===== src/rtl/core_run_ctrl.sv =====
// Run sequencer for the single-cycle core: loads imem, runs the core until halt or timeout,
// then streams the first DUMP_WORDS dmem words out for checking.
module core_run_ctrl #(
  parameter int DWIDTH      = 32,
  parameter int IMEM_DEPTH  = 256,
  parameter int MAX_CYCLES  = 65535,
  parameter int HALT_REPEAT = 4,
  parameter int DUMP_WORDS  = 16,
  localparam int AW = (IMEM_DEPTH > 1) ? $clog2(IMEM_DEPTH) : 1
) (
  input  logic              clk_i,
  input  logic              rst_i,
  input  logic              start_i,
  input  logic              ld_valid_i,
  output logic              ld_ready_o,
  input  logic [DWIDTH-1:0] ld_data_i,
  input  logic              ld_last_i,
  output logic              imem_we_o,
  output logic [AW-1:0]     imem_waddr_o,
  output logic [DWIDTH-1:0] imem_wdata_o,
  output logic              core_rst_o,
  input  logic [DWIDTH-1:0] core_pc_i,
  output logic              dbg_sel_o,
  output logic [DWIDTH-1:0] dmem_dbg_addr_o,
  input  logic [DWIDTH-1:0] dmem_dbg_rdata_i,
  output logic              dump_valid_o,
  input  logic              dump_ready_i,
  output logic [DWIDTH-1:0] dump_data_o,
  output logic              busy_o,
  output logic              done_o,
  output logic              timeout_o,
  output logic [31:0]       cycles_o
);

  localparam int DIW = (DUMP_WORDS > 1) ? $clog2(DUMP_WORDS) : 1;
  localparam int RW  = $clog2(HALT_REPEAT);
  localparam logic [AW-1:0]  WIDX_LAST = AW'(IMEM_DEPTH - 1);
  localparam logic [DIW-1:0] DIDX_LAST = DIW'(DUMP_WORDS - 1);
  localparam logic [RW-1:0]  REP_LAST  = RW'(HALT_REPEAT - 1);
  localparam logic [31:0]    CYC_LAST  = 32'(MAX_CYCLES - 1);

  typedef enum logic [2:0] {
    S_IDLE,
    S_LOAD,
    S_RST_CORE,
    S_RUN,
    S_DUMP,
    S_DONE
  } state_t;

  state_t            state_q, state_d;
  logic [AW-1:0]     widx_q;
  logic [DIW-1:0]    didx_q;
  logic [RW-1:0]     rep_q;
  logic [DWIDTH-1:0] pcPrev_q;
  logic              pcValid_q;
  logic              rstCnt_q;
  logic [31:0]       cycles_q;
  logic              timeout_q;
  logic              coreRst_q;
  logic              busy_q;
  logic              done_q;
  logic              ldReady_q;
  logic              dumpValid_q;

  logic ldAccept;
  logic dumpAccept;
  logic pcEq;
  logic haltHit;
  logic tmoHit;

  // pcValid_q masks the compare on the first RUN cycle, when pcPrev_q is stale.
  always_comb begin
    ldAccept   = ldReady_q & ld_valid_i;
    dumpAccept = dumpValid_q & dump_ready_i;
    pcEq       = pcValid_q && (core_pc_i == pcPrev_q);
    haltHit    = pcEq && (rep_q == REP_LAST);
    tmoHit     = (cycles_q == CYC_LAST);
    state_d    = state_q;
    case (state_q)
      S_IDLE, S_DONE: if (start_i) state_d = S_LOAD;
      S_LOAD:     if (ldAccept && (ld_last_i || widx_q == WIDX_LAST)) state_d = S_RST_CORE;
      S_RST_CORE: if (rstCnt_q) state_d = S_RUN;
      S_RUN:      if (haltHit || tmoHit) state_d = S_DUMP;
      S_DUMP:     if (dumpAccept && didx_q == DIDX_LAST) state_d = S_DONE;
      default:    state_d = S_IDLE;
    endcase
  end

  // Status flags are registered from the next state so they change together with state_q.
  always_ff @(posedge clk_i) begin
    if (rst_i) begin
      state_q     <= S_IDLE;
      widx_q      <= '0;
      didx_q      <= '0;
      rep_q       <= '0;
      pcPrev_q    <= '0;
      pcValid_q   <= 1'b0;
      rstCnt_q    <= 1'b0;
      cycles_q    <= '0;
      timeout_q   <= 1'b0;
      coreRst_q   <= 1'b1;
      busy_q      <= 1'b0;
      done_q      <= 1'b0;
      ldReady_q   <= 1'b0;
      dumpValid_q <= 1'b0;
    end else begin
      state_q     <= state_d;
      coreRst_q   <= (state_d != S_RUN);
      busy_q      <= state_d inside {S_LOAD, S_RST_CORE, S_RUN, S_DUMP};
      done_q      <= (state_d == S_DONE);
      ldReady_q   <= (state_d == S_LOAD);
      dumpValid_q <= (state_d == S_DUMP);
      case (state_q)
        S_IDLE, S_DONE: begin
          if (start_i) begin
            widx_q    <= '0;
            didx_q    <= '0;
            cycles_q  <= '0;
            timeout_q <= 1'b0;
          end
        end
        S_LOAD: begin
          rstCnt_q <= 1'b0;
          if (ldAccept && widx_q != WIDX_LAST) widx_q <= widx_q + AW'(1);
        end
        S_RST_CORE: begin
          rstCnt_q  <= 1'b1;
          pcValid_q <= 1'b0;
          rep_q     <= '0;
        end
        S_RUN: begin
          if (cycles_q != '1) cycles_q <= cycles_q + 32'd1;
          pcPrev_q  <= core_pc_i;
          pcValid_q <= 1'b1;
          rep_q     <= pcEq ? rep_q + RW'(1) : '0;
          if (haltHit)     timeout_q <= 1'b0;
          else if (tmoHit) timeout_q <= 1'b1;
        end
        S_DUMP: begin
          if (dumpAccept && didx_q != DIDX_LAST) didx_q <= didx_q + DIW'(1);
        end
        default: ;
      endcase
    end
  end

  assign ld_ready_o      = ldReady_q;
  assign imem_we_o       = ldAccept;
  assign imem_waddr_o    = ldReady_q ? widx_q : '0;
  assign imem_wdata_o    = ldReady_q ? ld_data_i : '0;
  assign core_rst_o      = coreRst_q;
  assign dbg_sel_o       = dumpValid_q;
  assign dmem_dbg_addr_o = dumpValid_q ? (DWIDTH'(didx_q) << 2) : '0;
  assign dump_valid_o    = dumpValid_q;
  assign dump_data_o     = dumpValid_q ? dmem_dbg_rdata_i : '0;
  assign busy_o          = busy_q;
  assign done_o          = done_q;
  assign timeout_o       = timeout_q;
  assign cycles_o        = cycles_q;

endmodule

===== config.mk =====
export PLATFORM = sky130hd
export DESIGN_NAME = core_run_ctrl
export DESIGN_NICKNAME = d
export VERILOG_FILES = /design/src/rtl/core_run_ctrl.sv
export SDC_FILE = /design/constraint.sdc
export NUM_CORES = 1
export LEC_CHECK = 0
export ABC_AREA = 1
export CAP_MARGIN = 10
export CORE_UTILIZATION = 43
export DETAILED_ROUTE_END_ITERATION = 10
export HOLD_SLACK_MARGIN = 0.15
export PLACE_DENSITY_LB_ADDON = 0.2
export SETUP_SLACK_MARGIN = 0.3
export SLEW_MARGIN = 25
export SYNTH_ARGS = -nofsm -noshare
export SYNTH_HDL_FRONTEND = slang
export SYNTH_SLANG_ARGS = --single-unit
export TNS_END_PERCENT = 10

===== constraint.sdc =====
create_clock -name clk_i -period 2.25 [get_ports clk_i]
set_clock_uncertainty 0.05 [all_clocks]
set_input_delay 0.225 -clock clk_i [delete_from_list [all_inputs] [get_ports clk_i]]
set_output_delay 0.225 -clock clk_i [all_outputs]
set_load 0.05 [all_outputs]

==> flow_summary.yaml <==
worst_hold_path:
  min_to: "pcPrev_q[9]"
  hold_path.class: "primary input to register"
  worstHoldStart: "core_pc_i[9]"
  holdPathStages: 3
worst_setup_path:
  path_max_fanout: 16
  critPathLaunchType: "register"
  reg2reg_depth: 12
  max_stage_delay_ns: 0.38
  crit_required_ns: 2.44
  path_buf_inv: 2
  timing.rr.start: "cycles_o[1]"
  path_cells: "ha_2 > nand2_2 > nor3_4 > nand3_2 > nand2_2 > nand2_8 > nand3_4 > inv_1 > nand3_1 > nand2_1 > inv_1 > nor2_1"
  critPathCaptureType: "register"
  r2r-end: "cycles_o[30]"
  crit_path_top_delay_cell: "dfxtp_2"
  critPathTopFamily: "simple AND/OR/NAND/NOR gates"
  ff2ff_setup_slack_ns: 0.28
  crit_arrival_ns: 2.16
  crit_type: "register to register"
yosys:
  avgSynthCellArea_um2: 5.96
  yosys_warnings: 0
  syn_area_um2: 5690
  netlist_instances: 954
  synthArstFlopShare_pct: 0
  ys_ff_latch: 89
  yosysSeqAreaShare_pct: 31.3
  synth_top_flop_cell: "dfxtp_1"
  synth_edf_count: 0
  synth.distinct_cells: 44
final_layout:
  mostFrequentLayoutCells: "nand2_1 (262), inv_1 (193), clkdlybuf4s50_1 (137)"
  sequential_cell_area_um2: 1810
  multiInputGateArea_um2: 3020
  fin_area_um2: 8710
  drive_gt1_share_pct: 15.2
  final_cells: 1352
  nFillCells: 1110
  final_common_cell: "nand2_1"
  layout.nets: 1280
  area_delta_synth_final_pct: 53.1
detailed_routing:
  via_count: 6408
  drt_iter0_drc: 519
  viasPerCell: 4.74
  wl_per_cell_um: 13.2
  drtPass1Iterations: 5
  antenna_left: 0
  drc: 0
  wl_um: 17900
sta:
  rsz0062_at_grt: "yes"
  tns_ns: 0
  max_freq_mhz: 509
  slew-limit-headroom_pct: 60.9
  finalWorstSetupSlack_ns: 0.284
  slew_violations: 0
  hold_viol: 0
  period_needed_ns: 1.97
  worst_pin_slew_ns: 0.584
  setup_viol: 0
  finalCritPeriodShare_pct: 87.4
die:
  io_pins: 246
  rows: 41
  dieWidth_um: 117
  start_util_pct: 44.5
  die_y_um: 117
  dieArea_um2: 13700
  core-area_um2: 12800
run_status:
  outcome: "finished clean"
clock_network:
  clock_sinks: 89
  clkTransAtPathRegs_ns: 0.06
  clockRootBuffer: "clkbuf_16"
  clock_path_buffers: 2
  clk_latency_ns: 0.35
  htreeDepth: 3
  cts_tree: "done"
  cts_buffers: 9
power:
  p_leak_nw: 4.26
  power.total_mw: 4.34
  p_per_area_nw_per_um2: 499
  ir_drop_v: 0.000395
global_route:
  grt_pass1_vias: 5526
  grt_pass1_wl_um: 26800
  grt_usage_pct: 25.4
  overflow: 0
  antenna_found_initial: 2
  grt_max_degree: 48
place:
  post-dp-hpwl_um: 14100
  place_area_um2: 8230
  io_buffers: 217
  routabilityCongestion: 0.900
  place_inst: 1326
  dp_slack_ns: 0.0904
run:
  maxCapViolations: 0
timing repair:
item                       in CTS  in global routing
pin swaps                       0                  8
cloned                          0                  0
resized for setup               1                 24
setup buffers                   0                  8
hold buffers                    0                  0
setup endpoints to repair      14                 57
flip-flops by register name, summed over array words and instances (netlist names), 2 cells and up:
register,cells
didx_q,4
cycles_o,32
pcPrev_q,32
widx_q,8
state_q,3
rep_q,2
metrics by stage:
step	hold slack, ns	util [%]
after floorplan	0.256	-
after global placement	0.396	64.4
after detailed placement	0.393	64.4
after CTS	0.402	66.9
after global routing	0.426	68.1
final	0.401	68.2
worst min-delay path, cell delays in order:
cell and delay [ns]:
clkdlybuf4s50_1 0.39, inv_1 0.08, a21oi_1 0.06
layout make-up:
cell class              count  share of cell area (%)
diodes                      2                  0.0575
clock buffers              10                    2.63
clock inverters             6                   0.948
inverters                 204                    8.85
multi-input cells         635                    34.7
flip-flops and latches     89                    20.8
well taps                 172                    2.47
repair buffers            234                    29.6
synthesized netlist by cell type, types with 6 or more instances:
cell type / number / area share [%]
inv_2: 8 / 0.53
nor2_1: 78 / 5.1
dfxtp_1: 89 / 31
nand2_2: 6 / 0.66
xnor2_1: 6 / 0.92
nand4_1: 13 / 1.4
nor4_1: 7 / 0.77
inv_1: 193 / 13
nand2_1: 265 / 17
nor3_1: 29 / 2.6
buf_4: 29 / 3.8
a21oi_1: 66 / 5.8
o21ai_0: 53 / 4.7
nand3_1: 42 / 3.7
clkbuf_1: 18 / 1.2
report_power, final:
group	internal [mW]	total [mW]	switching, mW	leakage [nW]
sequential	1.61	1.65	0.0369	0.730
combinational	0.383	1.10	0.714	3.38
clock	0.967	1.60	0.631	0.152
metal layers:
| metal | routed length, µm | GRT usage (%) | up-vias |
|---|---|---|---|
| met2 | 8490 | 40.0 | 242 |
| li1 | - | - | 3321 |
| met1 | 7790 | 33.9 | 2820 |
| met3 | 1400 | 7.78 | 25 |
| met4 | 232 | 6.08 | 0 |
| met5 | 0 | 0 | - |
kinds of logic (layout without fill, tap and decap cells):
family	after synthesis	count (layout)	synth area share, %
AND/OR/NAND/NOR	461	461	34.9
buffers and inverters	257	454	19.1
AO/OA/AOI/OAI	134	134	12.4
flip-flops	89	89	31.3
XOR/XNOR	7	7	1.08
adder cells (fa/ha/maj)	5	5	1.10
other	1	30	0.0659
worst max path at each step:
stage                        startpoint      endpoint  slack, ns  depth (start not counted)
after global placement    core_pc_i[11]        busy_o       0.15                         15
after global routing        cycles_o[1]  cycles_o[13]       0.14                         11
after CTS                   cycles_o[1]  cycles_o[30]       0.23                         12
after floorplan             cycles_o[7]  cycles_o[11]       0.29                          9
final                       cycles_o[1]  cycles_o[30]       0.28                         12
after detailed placement  core_pc_i[20]        busy_o       0.09                         15
No activity file was read; power rests on OpenSTA's default activity.
